==> src/rtl/ten_bit_counter_pkg.sv <==
// rtl/ten_bit_counter_pkg.sv - shared types, defaults and helpers for ten_bit_counter
// Contents:
//   state_e          : run-control FSM states (IDLE, RUN, DONE)
//   DEF_WIDTH        : default counter width
//   DEF_MAX_VAL      : default up-count terminal value
//   DEF_PRESCALE     : default enabled RUN cycles per count step
//   clamp_load()     : limits a load value to the terminal value
package ten_bit_counter_pkg;

  localparam int DEF_WIDTH    = 10;
  localparam int DEF_MAX_VAL  = 1023;
  localparam int DEF_PRESCALE = 1;

  typedef enum logic [1:0] {
    IDLE = 2'd0,
    RUN  = 2'd1,
    DONE = 2'd2
  } state_e;

  // A loaded value above the terminal value would leave the counter in a
  // state it can never reach by counting, so it is pinned to max_val.
  function automatic logic [31:0] clamp_load(input logic [31:0] val,
                                             input logic [31:0] max_val);
    return (val > max_val) ? max_val : val;
  endfunction

endpackage

==> src/rtl/ten_bit_counter_if.sv <==
// rtl/ten_bit_counter_if.sv - control/status bundle between a controller and ten_bit_counter
// Signals:
//   en, up, oneshot   : run enable, direction (1 up), stop-at-terminal mode
//   clr, load         : synchronous clear / load strobes (clr has priority)
//   load_val [WIDTH]  : value written on load
//   count [WIDTH]     : registered count
//   tc                : registered terminal-count pulse
//   busy              : high while the counter is in RUN
//   cnt_stb           : registered one-cycle pulse when count changed
// Modports: master drives controls and observes status; slave is the counter.
interface ten_bit_counter_if
  import ten_bit_counter_pkg::*;
#(
  parameter int WIDTH = DEF_WIDTH
);

  logic             en;
  logic             up;
  logic             oneshot;
  logic             clr;
  logic             load;
  logic [WIDTH-1:0] load_val;
  logic [WIDTH-1:0] count;
  logic             tc;
  logic             busy;
  logic             cnt_stb;

  modport master (
    output en, up, oneshot, clr, load, load_val,
    input  count, tc, busy, cnt_stb
  );

  modport slave (
    input  en, up, oneshot, clr, load, load_val,
    output count, tc, busy, cnt_stb
  );

endinterface

==> src/rtl/ten_bit_counter_tick_prescaler.sv <==
// rtl/ten_bit_counter_tick_prescaler.sv - divides RUN cycles down to count ticks
// Ports:
//   clk      : system clock, rising edge
//   rst      : asynchronous active-low reset
//   run      : counter is in RUN with enable high; prescaler advances
//   sync_clr : return the prescaler phase to 0 on the next edge
//   tick     : combinational, high in the RUN cycle that completes a period
module tick_prescaler
  import ten_bit_counter_pkg::*;
#(
  parameter int PRESCALE = DEF_PRESCALE
) (
  input  logic clk,
  input  logic rst,
  input  logic run,
  input  logic sync_clr,
  output logic tick
);

  // A one-bit phase register is kept even for PRESCALE=1; it simply stays 0.
  localparam int            PW   = (PRESCALE > 1) ? $clog2(PRESCALE) : 1;
  localparam logic [PW-1:0] LAST = PW'(PRESCALE - 1);

  logic [PW-1:0] psc_q;
  logic [PW-1:0] psc_d;

  assign tick = run && (psc_q == LAST);

  always_comb begin
    psc_d = psc_q;
    if (sync_clr) begin
      psc_d = '0;
    end else if (run) begin
      psc_d = tick ? '0 : psc_q + PW'(1);
    end
  end

  always_ff @(posedge clk or negedge rst) begin
    if (!rst) begin
      psc_q <= '0;
    end else begin
      psc_q <= psc_d;
    end
  end

endmodule

==> src/rtl/ten_bit_counter.sv <==
// rtl/ten_bit_counter.sv - up/down counter with prescaler, load/clear and oneshot mode
// Ports:
//   clk : system clock, rising edge
//   rst : asynchronous active-low reset
//   bus : ten_bit_counter_if.slave (en, up, oneshot, clr, load, load_val in;
//         count, tc, busy, cnt_stb out, all registered)
// Build option:
//   TEN_BIT_COUNTER_SATURATE_EN - a continuous-mode terminal tick holds the
//   count (tc only, no cnt_stb) instead of wrapping; oneshot is unaffected.
module ten_bit_counter
  import ten_bit_counter_pkg::*;
#(
  parameter int WIDTH    = DEF_WIDTH,
  parameter int MAX_VAL  = DEF_MAX_VAL,
  parameter int PRESCALE = DEF_PRESCALE
) (
  input  logic                clk,
  input  logic                rst,
  ten_bit_counter_if.slave    bus
);

  localparam logic [WIDTH-1:0] MAX_W = WIDTH'(MAX_VAL);

  state_e           state_q;
  state_e           state_d;
  logic [WIDTH-1:0] count_q;
  logic [WIDTH-1:0] count_d;
  logic             tc_q;
  logic             tc_d;
  logic             cnt_stb_q;
  logic             cnt_stb_d;

  logic             run;
  logic             tick;
  logic             psc_clr;
  logic             at_term;

  // Ticks are only produced while enabled in RUN; dropping en in RUN both
  // leaves RUN and discards the partial prescaler phase.
  assign run     = (state_q == RUN) && bus.en;
  assign psc_clr = bus.clr || bus.load || ((state_q == RUN) && !bus.en);
  assign at_term = bus.up ? (count_q == MAX_W) : (count_q == '0);

  tick_prescaler #(
    .PRESCALE (PRESCALE)
  ) u_prescaler (
    .clk      (clk),
    .rst      (rst),
    .run      (run),
    .sync_clr (psc_clr),
    .tick     (tick)
  );

  // Datapath: clr > load > tick.
  always_comb begin
    count_d   = count_q;
    tc_d      = 1'b0;
    cnt_stb_d = 1'b0;
    if (bus.clr) begin
      count_d   = '0;
      cnt_stb_d = 1'b1;
    end else if (bus.load) begin
      count_d   = WIDTH'(clamp_load(32'(bus.load_val), 32'(MAX_VAL)));
      cnt_stb_d = 1'b1;
    end else if (tick) begin
      if (at_term) begin
        tc_d = 1'b1;
        if (!bus.oneshot) begin
`ifdef TEN_BIT_COUNTER_SATURATE_EN
          count_d = count_q;
`else
          count_d   = bus.up ? '0 : MAX_W;
          cnt_stb_d = 1'b1;
`endif
        end
      end else begin
        count_d   = bus.up ? count_q + WIDTH'(1) : count_q - WIDTH'(1);
        cnt_stb_d = 1'b1;
      end
    end
  end

  // Run-control FSM next state.
  always_comb begin
    state_d = state_q;
    case (state_q)
      IDLE: begin
        if (bus.en && !bus.clr && !bus.load) state_d = RUN;
      end
      RUN: begin
        if (!bus.en) begin
          state_d = IDLE;
        end else if (tick && at_term && bus.oneshot && !bus.clr && !bus.load) begin
          state_d = DONE;
        end
      end
      DONE: begin
        // DONE parks with en held high; only clr, load or en=0 re-arm it.
        if (bus.clr || bus.load || !bus.en) state_d = IDLE;
      end
      default: state_d = IDLE;
    endcase
  end

  always_ff @(posedge clk or negedge rst) begin
    if (!rst) begin
      state_q   <= IDLE;
      count_q   <= '0;
      tc_q      <= 1'b0;
      cnt_stb_q <= 1'b0;
    end else begin
      state_q   <= state_d;
      count_q   <= count_d;
      tc_q      <= tc_d;
      cnt_stb_q <= cnt_stb_d;
    end
  end

  assign bus.count   = count_q;
  assign bus.tc      = tc_q;
  assign bus.cnt_stb = cnt_stb_q;
  assign bus.busy    = (state_q == RUN);

endmodule

==> src/flat_wrapper.sv <==
// flat-port wrapper written by rule: the top's interface ports become plain ports
module ten_bit_counter_flat import ten_bit_counter_pkg::*;
#(
  parameter int WIDTH    = DEF_WIDTH,
  parameter int MAX_VAL  = DEF_MAX_VAL,
  parameter int PRESCALE = DEF_PRESCALE
)
  (clk, rst, bus_en, bus_up, bus_oneshot, bus_clr, bus_load, bus_load_val, bus_count, bus_tc, bus_busy, bus_cnt_stb);
  ten_bit_counter_if #(.WIDTH(WIDTH)) bus_i ();
  input  logic clk;
  input  logic rst;
  input wire logic [$bits(bus_i.en)-1:0] bus_en;
  input wire logic [$bits(bus_i.up)-1:0] bus_up;
  input wire logic [$bits(bus_i.oneshot)-1:0] bus_oneshot;
  input wire logic [$bits(bus_i.clr)-1:0] bus_clr;
  input wire logic [$bits(bus_i.load)-1:0] bus_load;
  input wire logic [$bits(bus_i.load_val)-1:0] bus_load_val;
  output wire logic [$bits(bus_i.count)-1:0] bus_count;
  output wire logic [$bits(bus_i.tc)-1:0] bus_tc;
  output wire logic [$bits(bus_i.busy)-1:0] bus_busy;
  output wire logic [$bits(bus_i.cnt_stb)-1:0] bus_cnt_stb;
  assign bus_i.en = bus_en;
  assign bus_i.up = bus_up;
  assign bus_i.oneshot = bus_oneshot;
  assign bus_i.clr = bus_clr;
  assign bus_i.load = bus_load;
  assign bus_i.load_val = bus_load_val;
  assign bus_count = bus_i.count;
  assign bus_tc = bus_i.tc;
  assign bus_busy = bus_i.busy;
  assign bus_cnt_stb = bus_i.cnt_stb;
  ten_bit_counter #(.WIDTH(WIDTH), .MAX_VAL(MAX_VAL), .PRESCALE(PRESCALE)) u_core (.clk(clk), .rst(rst), .bus(bus_i));
endmodule
==> config.mk <==
export PLATFORM = sky130hd
export DESIGN_NAME = ten_bit_counter_flat
export DESIGN_NICKNAME = d
export VERILOG_FILES = /design/src/rtl/ten_bit_counter_pkg.sv /design/src/rtl/ten_bit_counter_if.sv /design/src/rtl/ten_bit_counter_tick_prescaler.sv /design/src/rtl/ten_bit_counter.sv /design/src/flat_wrapper.sv
export SDC_FILE = /design/constraint.sdc
export NUM_CORES = 1
export LEC_CHECK = 0
export ABC_AREA = 1
export CAP_MARGIN = 20
export CORE_MARGIN = 5
export CORE_UTILIZATION = 30
export CTS_CLUSTER_DIAMETER = 200
export DETAILED_ROUTE_END_ITERATION = 10
export DONT_BUFFER_PORTS = 1
export SLEW_MARGIN = 20
export SYNTH_ARGS = -nofsm -noshare
export SYNTH_HDL_FRONTEND = slang
export SYNTH_HIERARCHICAL = 1
export SYNTH_SLANG_ARGS = --single-unit
==> constraint.sdc <==
create_clock -name clk -period 3.1 [get_ports clk]
set_input_delay 0.62 -clock clk [delete_from_list [all_inputs] [get_ports clk]]
set_output_delay 0.62 -clock clk [all_outputs]
set_load 0.02 [all_outputs]
-- Word level (Yosys, flattened, before mapping)
Index checks and enable logic that the tools add are counted.
- equality and inequality tests: 7
- multiplexer cells: 25
- bitwise gates (word level): 1
- add/sub/neg operators: 3
- reduce and logical (&&, ||, !) cells: 21
- operator list (operator ; count):
    10-bit two-way mux ; 7
    1-bit two-way mux ; 13
    10-bit by 1-bit adder with 10-bit output (second input constant) ; 1
    10-bit == test (second input constant) ; 1
    10-bit zero test ; 1
    10-bit by 1-bit subtractor with 10-bit output (second input constant) ; 1
    1-bit logical AND ; 9
    2-bit two-way mux ; 4
    2-bit one-hot mux with 3 select lines ; 1
    2-bit by 1-bit != test with 1-bit output (second input constant) ; 2
    4-bit != test (second input constant) ; 1
    1-bit zero test ; 3
    1-bit logical OR ; 3
    3-bit by 2-bit != test with 1-bit output (second input constant) ; 1
    3-bit AND reduction ; 1
    3-bit nonzero test ; 1
    2-bit by 1-bit == test with 1-bit output (second input constant) ; 1
    2-bit == test (second input constant) ; 1
    2-bit zero test ; 1
    2-bit AND reduction ; 1
    2-bit nonzero test ; 1
    1-bit adder (second input constant) ; 1
    1-bit inverter ; 1
- output and inout port bits: 13
- word-level logic and storage cells: 62
- register bits after elaboration: 15

-- Longest topological paths before layout
Gate-level depths: netlist of run 1.
- word-level depth: 10
- gate-level depth with buffers: 14
- mapped depth without buffers: 14

-- Hierarchy
Netlist of run 1, hierarchy kept.
- modules (own cells, without submodules) (module ; times used ; seq. area each (um^2) ; cells each ; area each (um^2)):
    ten_bit_counter ; 1 ; 350.3 ; 206 ; 1327.5
    tick_prescaler ; 1 ; 25.0 ; 5 ; 42.5

-- Worst setup path after synthesis of run 1
OpenSTA, ideal clock, no wires.
- path kind: input to register
- from: in bus_up
- to: reg u_core.count_q[7] (netlist: u_core/bus.count[7])
- setup slack: 1.069 ns
- cell stages on the path: 12
- setup time: 0.117 ns
- data arrival time: 1.914 ns
- cells stage by stage: inv_1 > ha_1 > a21oi_1 > nor2_1 > nor2_1 > nand2_1 > nand2_1 > nand3_1 > nand2_1 > nand2_1 > nand2_1 > nand2_1
- longest elaborated chain between the ends: 6
- RTL lines (element ; line ; RTL):
    from (decl) ; flat_wrapper.sv:13 ; input wire logic [$bits(bus_i.up)-1:0] bus_up;
    10-bit two-way mux ; ten_bit_counter.sv:72 ; count_d = bus.up ? '0 : MAX_W;
    10-bit two-way mux ; ten_bit_counter.sv:68 ; if (!bus.oneshot) begin
    10-bit two-way mux ; ten_bit_counter.sv:66 ; if (at_term) begin
    10-bit two-way mux ; ten_bit_counter.sv:65 ; end else if (tick) begin
    10-bit two-way mux ; ten_bit_counter.sv:62 ; end else if (bus.load) begin
    10-bit two-way mux ; ten_bit_counter.sv:59 ; if (bus.clr) begin
    to (signal assigned) ; ten_bit_counter.sv:113 ; count_q <= count_d;
    to (decl) ; ten_bit_counter.sv:26 ; logic [WIDTH-1:0] count_q;
Several ways; a longest one is shown, not always the timed one. The select of a mux whose other input is x is not followed.
A chain may end at the register's enable or synchronous reset.

-- Final worst setup path of run 1
- from: reg u_core.state_q[1]
- to: reg u_core.count_q[8] (netlist: u_core/bus.count[8])
- longest elaborated chain between the ends: 5
- RTL lines (element ; line ; RTL):
    from (decl) ; ten_bit_counter.sv:24 ; state_e state_q;
    from (signal assigned) ; ten_bit_counter.sv:112 ; state_q <= state_d;
    2-bit by 1-bit == test with 1-bit output ; -- ;
    via bus_busy ; flat_wrapper.sv:20 ; output wire logic [$bits(bus_i.busy)-1:0] bus_busy;
    1-bit logical AND ; ten_bit_counter.sv:40 ; assign run = (state_q == RUN) && bus.en;
    via u_core.run ; ten_bit_counter.sv:33 ; logic run;
    1-bit logical AND ; ten_bit_counter_tick_prescaler.sv:27 ; assign tick = run && (psc_q == LAST);
    via u_core.tick ; ten_bit_counter.sv:34 ; logic tick;
    3-bit nonzero test (no line) ; -- ;
    2-bit AND reduction (no line) ; -- ;
The timed path passes the listed nets, and every way through them passes these cells.

==> summary.md, run 1 <==
| Metric | Value |
|---|---|
| Status | completed |
| Fin Setup TNS | 0 ns |
| Setup bufs post-CTS | 0 |
| Clock Latency Late Sink | between 0.2 and 0.3 ns |
| Placed insts | between 200 and 300 |
| Flip-flop and latch count after synthesis | 15 |
| Vias in the first global route | roughly 1200 |
| Ys flop type | dfrtp_1 |
| Crit path DAT | between 2 and 2.5 ns |
| Hold Fails Final Rpt | 0 |
| FP Rows | 24 |
| Cell leakage power | approximately 0.82 nW |
| Global-route usage over all layers | 11.4% |
| Via Count | 1278 |
| Share of layout cells above drive strength 1 | approximately a tenth |
| Core area | 4380 um^2 |
| Endpoints failing setup | 0 |
| Register area | ~380 um^2 |
| Die Wd | between 70 and 80 um |
| RSZ-0062 raised after global routing | false |
| Post-CTS sizing | 0 |
| Filler instances | around 490 |
| Sw Share | between 40 and 50% |
| H-Tree Depth | 1 |
| Sequential power share | 40.2% |
| Gp weighted congestion | around 0.83 |
| Diodes inserted | 0 |
| Initial DRT Pass Iterations | 4 |
| Startpoint Class | flop |
| Tightest Pin Transition | between 0.4 and 0.5 ns |
| Top Ports | 30 |
| Clk slew on worst S/H paths | approximately 0.070 ns |
| Max Freq | 501 MHz |
| Post-DRT Antenna Nets | 0 |
| Int Power | 398 uW |
| Post-Route Skew | around 0.0053 ns |
| Aggregate routed wire length | roughly 3.3 mm |
| Logic pwr share | between 30% and 40% |
| Cell Count, Final, Fillers Out | between 200 and 300 |
| Vias per inst | 4.80 |
| Maxcap violations | 0 |
| Final min period | around 2 ns |
| # port buffers | 0 |
| Clock buffer depth | 2 |
| Sequential share of the synthesized area | between 20 and 30% |
| Worst Hold Class | in -> async |
| Count of cell types in the netlist | 30 |
| Async S/R FF share, synth | 100% |
| Post-synth EDFFs | 0 |
| Max-slew violations | 0 |
| Area Growth Syn to Fin | 7.85% |
| Initial core utilization | between 30% and 40% |
| Total CTS buffers | 3 |
| Clk pwr share | 23.9% |
| Power density over cell area | about 460 nW/um^2 |
| Detailed router's first-iteration violation count | 35 |
| Most frequent cells in the layout | nand2_1, inv_1, nor2_1 |
| TritonCTS clock tree | yes |
| Setup CP Type | reg -> reg |
| Area of the multi-input gates | between 800 and 900 um^2 |
| Crit end category | flop |
| Synthesized area per cell | between 6 and 7 um^2 |
| Synthesized cell area | 1370 um^2 |
| Relative slew slack | a little under three quarters |
| Hpwl dp | 2.77 mm |
| Commonest non-fill, non-tap cell in the layout | nand2_1 |
| Die ar. | 6020 um^2 |
| Grt ovf | 0 |
| Crit. Startpoint | u_core/state_q[1]$_DFFE_PN0P_ |
| Yosys warnings | 6 |
| Mapped Cells | around 210 |
| Hold_buf cts | 0 |
| Largest net degree at the start of global routing | 16 |
| # DRC | 0 |
| Worst path required time | around 3.3 ns |
| RR Startpoint | u_core/state_q[1]$_DFFE_PN0P_ |
| Fin area | ~1500 um^2 |
| Post-layout nets | approximately 240 |
| First-pass GRT wire length | between 5 and 6 mm |
| Placed cell area | 1430 um^2 |
| WL/cell | between 10 and 15 um |
| Synthesized Nets | 237 |
| Crit share post-route | about 64% |
| TritonCTS sink count | 15 |
| Initial antenna violation count | 0 |
| Die Span Y | approximately 78 um |
| Peak VDD IR | 0.268 mV |
| Crit Path Max Fanout | 8 |
| CTS root buf | clkbuf_8 |
| Net Sw Power | roughly 280 uW |
| Setup slack, reg-to-reg | approximately 1.1 ns |
==> area by class of cell <==
| class | instances | share of cell area (%) |
|---|---|---|
| Inverter | 28 | 7.11 |
| Multi-Input combinational cell | 167 | 59.9 |
| Clock inverter | 1 | 0.339 |
| Sequential cell | 15 | 25.4 |
| Clock buffer | 3 | 2.79 |
| Tap cell | 52 | 4.40 |
==> cell usage after synthesis, types with 3 or more instances <==
cell type  number  area [um^2]
nand3_1        18         90.1
inv_2           3         11.3
a21oi_1         5         25.0
ha_1            8          100
inv_1          25         93.8
nor2_1         23         86.3
o21ai_0         4         20.0
nor2_2          3         18.8
nand2_1        79          297
dfrtp_1        15          375
o21ai_1         3         15.0
==> power groups by stage <==
stage	logic [mW]	clock network, mW	registers (mW)
2_1_floorplan	0.203	0	0.264
3_3_place_gp	0.244	0	0.277
3_5_place_dp	0.243	0	0.277
4_1_cts	0.245	0.167	0.273
5_1_grt	0.283	0.176	0.278
6_report	0.244	0.162	0.273
==> critical path, cell delays in order (launching register included) <==
cell	delay (ns)
dfrtp_1	0.40
nor2_1	0.36
inv_1	0.10
nor2_1	0.22
inv_2	0.06
nor2_1	0.08
inv_1	0.08
nand2_1	0.15
nand3_2	0.21
nor2_1	0.14
nand2_1	0.06
nand2_1	0.05
==> per-layer routing <==
| layer | wire length, um | part of all wire (%) | up-vias | GRT usage (%) |
|---|---|---|---|---|
| met4 | 35 | 1.0 | 0 | 3.61 |
| met5 | 0 | 0 | - | 0 |
| li1 | - | - | 668 | - |
| met2 | 1570 | 47 | 25 | 18.8 |
| met3 | 142 | 4.2 | 4 | 2.20 |
| met1 | 1590 | 48 | 581 | 15.0 |
==> cell families after synthesis <==
family	after synthesis	synth area share, %
fa+ha+maj	9	8.77
compound gates	19	8.58
simple gates	136	45.4
flops	15	27.4
xor+xnor	3	1.92
buf+inv	29	7.94
==> sequential cells by signal, indices dropped and copies added (netlist names) <==
name	flops
u_core/state_q	2
u_core/bus.cnt_stb	1
u_core/u_prescaler/psc_q	1
u_core/bus.count	10
u_core/bus.tc	1
==> metrics by stage <==
step	worst slack, ns	hold slack (ns)	total power, mW	utilization (%)
floorplan	1.07	0.324	0.467	-
global placement	0.921	0.325	0.521	32.6
detailed placement	0.881	0.325	0.520	32.6
CTS	1.08	0.0533	0.685	33.7
global route	0.812	0.0433	0.737	33.7
finish	1.10	0.0586	0.678	33.7
==> worst paths after layout <==
check	endpoint	depth (start not counted)
max	u_core/bus.count[8]$_DFFE_PN0P_	11
max reg2reg	u_core/bus.count[8]$_DFFE_PN0P_	11
max in group asynchronous	u_core/bus.count[4]$_DFFE_PN0P_	0
min in group clk	u_core/u_prescaler/psc_q$_DFFE_PN0P_	2
min	u_core/state_q[1]$_DFFE_PN0P_	0
min reg2reg	u_core/u_prescaler/psc_q$_DFFE_PN0P_	2
Power figures use the tool's default switching activity.
==> run 2, diff against run 1 <==
clock period = 2 ns   (was 3.1 ns; I/O delays follow)
==> summary.md, run 2 (synthesis results as in run 1) <==
| Metric | Value |
|---|---|
| Crit share post-route | about nine tenths |
| Clock Latency Late Sink | between 0.2 and 0.3 ns |
| Post-layout nets | 251 |
| Largest net degree at the start of global routing | 16 |
| Met2 WL | 1.69 mm |
| Final core occ | between 30% and 40% |
| Tot Pwr | approximately 1.1 mW |
| Final min period | roughly 1.8 ns |
| Cell Count, Final, Fillers Out | about 280 |
| Top Ports | 30 |
| Cell leakage power | roughly 0.87 nW |
| # port buffers | 0 |
| Peak VDD IR | between 0.4 and 0.5 mV |
| Diodes inserted | 0 |
| Initial DRT Pass Iterations | 4 |
| Detailed router's first-iteration violation count | 47 |
| TritonCTS sink count | 15 |
| Crit path DAT | 1.93 ns |
| Die ar. | between 6000 and 7000 um^2 |
| Crit-path cells | ha_1 > nand2_1 > inv_1 > a21oi_1 > nand3_1 > nand2_1 > nand3_1 > nand2_1 > nand2_1 > nand2_1 > nand2_1 |
| Via Count | 1331 |
| Crit-path slowest cell | dfrtp_1 |
| Initial core utilization | 31.2% |
| Hold Fails Final Rpt | 0 |
| Status | completed |
| Total CTS buffers | 3 |
| CP max stage delay | roughly 0.49 ns |
| Crit path top cell by count | nand2_1 |
| Post-Route Skew | between 0.002 and 0.0025 ns |
| Placed insts | approximately 270 |
| Crit end category | flop |
| Worst Hold Class | in -> reg |
| Startpoint Class | flop |
| Maxcap violations | 0 |
| Max-slew violations | 0 |
| Die Wd | around 78 um |
| Wl on met1 | 1.59 mm |
| First-pass GRT wire length | a little over 6 mm |
| Filler instances | 476 |
| WL/cell | roughly 13 um |
| Met3 routed WL | 169 um |
| TritonCTS clock tree | yes |
| Post-DRT Antenna Nets | 0 |
| Hpwl dp | around 2.8 mm |
| Setup CP Type | reg -> reg |
| Most frequent cells in the layout | nand2_1, inv_1, nor2_1 |
| Clock buffer depth | 2 |
| RSZ-0062 raised after global routing | false |
| Endpoints failing setup | 0 |
| Die Span Y | 77.6 um |
| Tightest Pin Transition | 0.746 ns |
| Fin area | about 1600 um^2 |
| Grt ovf | 0 |
| Power density over cell area | about 710 nW/um^2 |
| Worst path required time | 2.15 ns |
| Vias in the first global route | between 1000 and 1500 |
| CTS root buf | clkbuf_8 |
| Max Used Layer | met4 |
| H-Tree Depth | 1 |
| Max FFs per register | 10 |
| Max Freq | about 560 MHz |
| Clk slew on worst S/H paths | around 0.07 ns |
| Initial antenna violation count | 0 |
| Share of layout cells above drive strength 1 | about 14% |
| Aggregate routed wire length | roughly 3.5 mm |
| Core area | approximately 4400 um^2 |
| Area Growth Syn to Fin | 13.8% |
| Gp weighted congestion | between 0.9 and 1 |
| # DRC | 0 |
| Relative slew slack | between 50% and 60% |
| FP Rows | 24 |
| Crit Path Max Fanout | 5 |
| Commonest non-fill, non-tap cell in the layout | nand2_1 |
| Fin Setup TNS | 0 ns |
| Global-route usage over all layers | 12.2% |
| Placed cell area | 1500 um^2 |
| Vias per inst | between 4 and 5 |
-- run 2: path summary, 6_finish.rpt --
path / cells past startpoint / startpoint / slack [ns] / end
worst max-delay path: 11 / u_core/bus.count[8]$_DFFE_PN0P_ / 0.22 / u_core/bus.count[9]$_DFFE_PN0P_
worst min-delay path: 3 / bus_oneshot / 0.32 / u_core/state_q[0]$_DFFE_PN0P_
worst max register to register: 11 / u_core/bus.count[8]$_DFFE_PN0P_ / 0.22 / u_core/bus.count[9]$_DFFE_PN0P_
worst min register to register: 2 / u_core/u_prescaler/psc_q$_DFFE_PN0P_ / 0.51 / u_core/u_prescaler/psc_q$_DFFE_PN0P_
max in group asynchronous: 1 / rst / 0.83 / u_core/bus.count[6]$_DFFE_PN0P_
min in group asynchronous: 1 / rst / 0.65 / u_core/u_prescaler/psc_q$_DFFE_PN0P_
-- run 2: cell type report --
class	count	area (um^2)	share of cell area [%]
Inverter	28	105	6.74
Timing Repair Buffer	10	77.6	4.98
Multi-Input combinational cell	167	888	57.0
Clock buffer	3	41.3	2.65
Tap cell	52	65.1	4.17
Clock inverter	1	5.00	0.321
Sequential cell	15	377	24.2
-- run 2: power by group --
group | switching, mW | leakage [nW] | internal [mW] | total, mW
Clock | 0.119 | 0.0255 | 0.138 | 0.257
Combinational | 0.277 | 0.648 | 0.177 | 0.454
Sequential | 0.0561 | 0.193 | 0.335 | 0.391
Total | 0.452 | 0.866 | 0.651 | 1.10
-- run 2: metal layers --
metal | vias up | global-route usage (%)
li1 | 688 | -
met1 | 606 | 14.8
met2 | 33 | 21.4
met3 | 4 | 2.43
met4 | 0 | 4.30
met5 | - | 0
-- run 2: timing repair --
item / in CTS / in global routing
buffers inserted: 0 / 0
hold buffers: 1 / 0
endpoints found under the setup margin: 0 / 1
hold endpoints to repair: 15 / 0
resized for setup: 0 / 2
-- run 2: per-stage QoR --
stage	hold WS, ns	setup WS [ns]
6_report	0.325	0.215
5_1_grt	0.330	0.0245
3_5_place_dp	0.105	0.00200
4_1_cts	0.319	0.194
3_3_place_gp	0.105	0.0212
2_1_floorplan	0.104	0.189
-- run 2: worst max-delay path: cells and delay by family, from the launching register on --
kind | cells | cell delay (ns)
and+or+nand+nor | 8 | 0.57
DFF | 1 | 0.49
adders and majority gates | 1 | 0.37
AOI/OAI and AO/OA | 1 | 0.20
buffers and inverters | 1 | 0.04
==> run 3, diff against run 2 <==
TNS_END_PERCENT = 5   (was unset)
clock period = 2.1 ns   (was 2 ns; I/O delays follow)
==> summary.md, run 3 (synthesis results as in run 1) <==
| Metric | Value |
|---|---|
| Tot Pwr | 1.03 mW |
| Top Ports | 30 |
| Max-slew violations | 0 |
| Gp weighted congestion | 0.985 |
| Cell leakage power | 0.834 nW |
| Setup CP Type | reg -> reg |
| Filler instances | 483 |
| Crit end category | flop |
| Grt ovf | 0 |
| Final min period | 1.92 ns |
| Crit Path Max Fanout | 4 |
| Vias per inst | between 4 and 5 |
| Fin Setup TNS | 0 ns |
| Post-DRT Antenna Nets | 0 |
| Placed insts | around 270 |
| Largest net degree at the start of global routing | 16 |
| Aggregate routed wire length | around 3.4 mm |
| Power density over cell area | roughly 700 nW/um^2 |
| H-Tree Depth | 1 |
| Setup bufs post-CTS | 0 |
| Vias in the first global route | roughly 1300 |
| Share of layout cells above drive strength 1 | 11.0% |
| Area of the multi-input gates | approximately 900 um^2 |
| # DRC | 0 |
| Tightest Pin Transition | 0.725 ns |
| Post-layout nets | ~250 |
| Max Freq | about 520 MHz |
| Core area | between 4000 and 5000 um^2 |
| Setup slack, reg-to-reg | roughly 0.18 ns |
| Initial DRT Pass Iterations | 5 |
| Min-delay src | bus_oneshot |
| TritonCTS sink count | 15 |
| Post-Route Skew | 0.000724 ns |
| Die Span Y | 77.6 um |
| Worst Hold Class | in -> reg |
| Commonest non-fill, non-tap cell in the layout | nand2_1 |
| Maxcap violations | 0 |
| Hpwl dp | 2.68 mm |
| Via Count | about 1300 |
| Register area | about 380 um^2 |
| Clock Latency Late Sink | about 0.26 ns |
| Relative slew slack | approximately 52% |
| FP Rows | 24 |
| Peak VDD IR | about 0.33 mV |
| Hold Fails Final Rpt | 0 |
| CTS root buf | clkbuf_8 |
| Initial antenna violation count | 0 |
| Most frequent cells in the layout | nand2_1, inv_1, nor2_1 |
| Total CTS buffers | 3 |
| RR Startpoint | u_core/bus.count[4]$_DFFE_PN0P_ |
| Placed cell area | between 1000 and 1500 um^2 |
| Detailed router's first-iteration violation count | 48 |
| Worst hold path endpoint | u_core/state_q[0]$_DFFE_PN0P_ |
| WL/cell | 12.4 um |
| Max FFs per register | 10 |
| Fin area | 1510 um^2 |
| Startpoint Class | flop |
| Endpoints failing setup | 0 |
| Clock buffer depth | 2 |
| TritonCTS clock tree | yes |
| FF-to-FF path depth | 11 |
| Crit path DAT | ~2.1 ns |
| Clk slew on worst S/H paths | about 0.07 ns |
| Die Wd | a little under 80 um |
| First-pass GRT wire length | between 5 and 6 mm |
| Crit share post-route | roughly nine tenths |
| # port buffers | 0 |
| RSZ-0062 raised after global routing | false |
| Diodes inserted | 0 |
| Die ar. | around 6000 um^2 |
| Cell Count, Final, Fillers Out | 270 |
| Status | completed |
| Worst path required time | between 2 and 2.5 ns |
| Reg2Reg Capture Point | u_core/bus.count[7]$_DFFE_PN0P_ |
| Area Growth Syn to Fin | 10.5% |
| Initial core utilization | 31.2% |
| WHS Path Cells | 3 |
| Global-route usage over all layers | 12.0% |
-- run 3: metal layers --
layer / part of all wire, % / track usage [%] / up-vias
li1: - / - / 682
met1: 48 / 15.1 / 560
met2: 46 / 20.0 / 24
met3: 4.6 / 2.31 / 6
met4: 1.7 / 4.47 / 0
met5: 0 / 0 / -
-- run 3: repair_timing --
item,4_1_cts,5_1_grt
hold endpoints to repair,15,0
resized for setup,0,1
hold buffers,1,0
endpoints found under the setup margin,0,1
-- run 3: stage by stage --
step           util, %  hold WS (ns)  setup slack [ns]
2_1_floorplan        -         0.124             0.269
5_1_grt           34.5         0.357            0.0242
3_3_place_gp      33.2         0.125             0.124
3_5_place_dp      33.2         0.125             0.103
4_1_cts           34.5         0.343             0.223
6_report          34.5         0.344             0.179
-- run 3: where the power goes --
group          leakage, nW  switching, mW  internal [mW]  total (mW)
Sequential           0.193         0.0736          0.319       0.392
Clock               0.0217          0.121          0.134       0.254
Combinational        0.619          0.237          0.148       0.384
Total                0.834          0.431          0.600        1.03
-- run 3: final cells by class --
type,count,area share [%]
clock buffer,3,2.73
inverter,28,6.94
sequential,15,24.9
clock inverter,1,0.496
multi-input combinational,167,58.5
tap,52,4.30
timing repair buffer,4,2.15
-- run 3: critical path: stages (launching register included) --
cell and delay [ns]:
dfrtp_1 0.50, ha_1 0.38, a21oi_1 0.30, nor2_1 0.07, nor2_1 0.15, nand2_1 0.08
nand2_1 0.06, nand3_1 0.06, nand2_1 0.06, nand2_1 0.05, nand2_1 0.07, nand2_1 0.04
-- run 3: worst max-delay path by stage --
stage,start,depth (start not counted),endpoint,slack [ns]
finish,u_core/bus.count[4]$_DFFE_PN0P_,11,u_core/bus.count[7]$_DFFE_PN0P_,0.18
global route,u_core/bus.count[4]$_DFFE_PN0P_,11,u_core/bus.count[7]$_DFFE_PN0P_,0.02
CTS,u_core/bus.count[4]$_DFFE_PN0P_,11,u_core/bus.count[7]$_DFFE_PN0P_,0.22
detailed placement,bus_up,12,u_core/bus.count[7]$_DFFE_PN0P_,0.10
global placement,bus_up,12,u_core/bus.count[7]$_DFFE_PN0P_,0.12
floorplan,bus_up,12,u_core/bus.count[7]$_DFFE_PN0P_,0.27
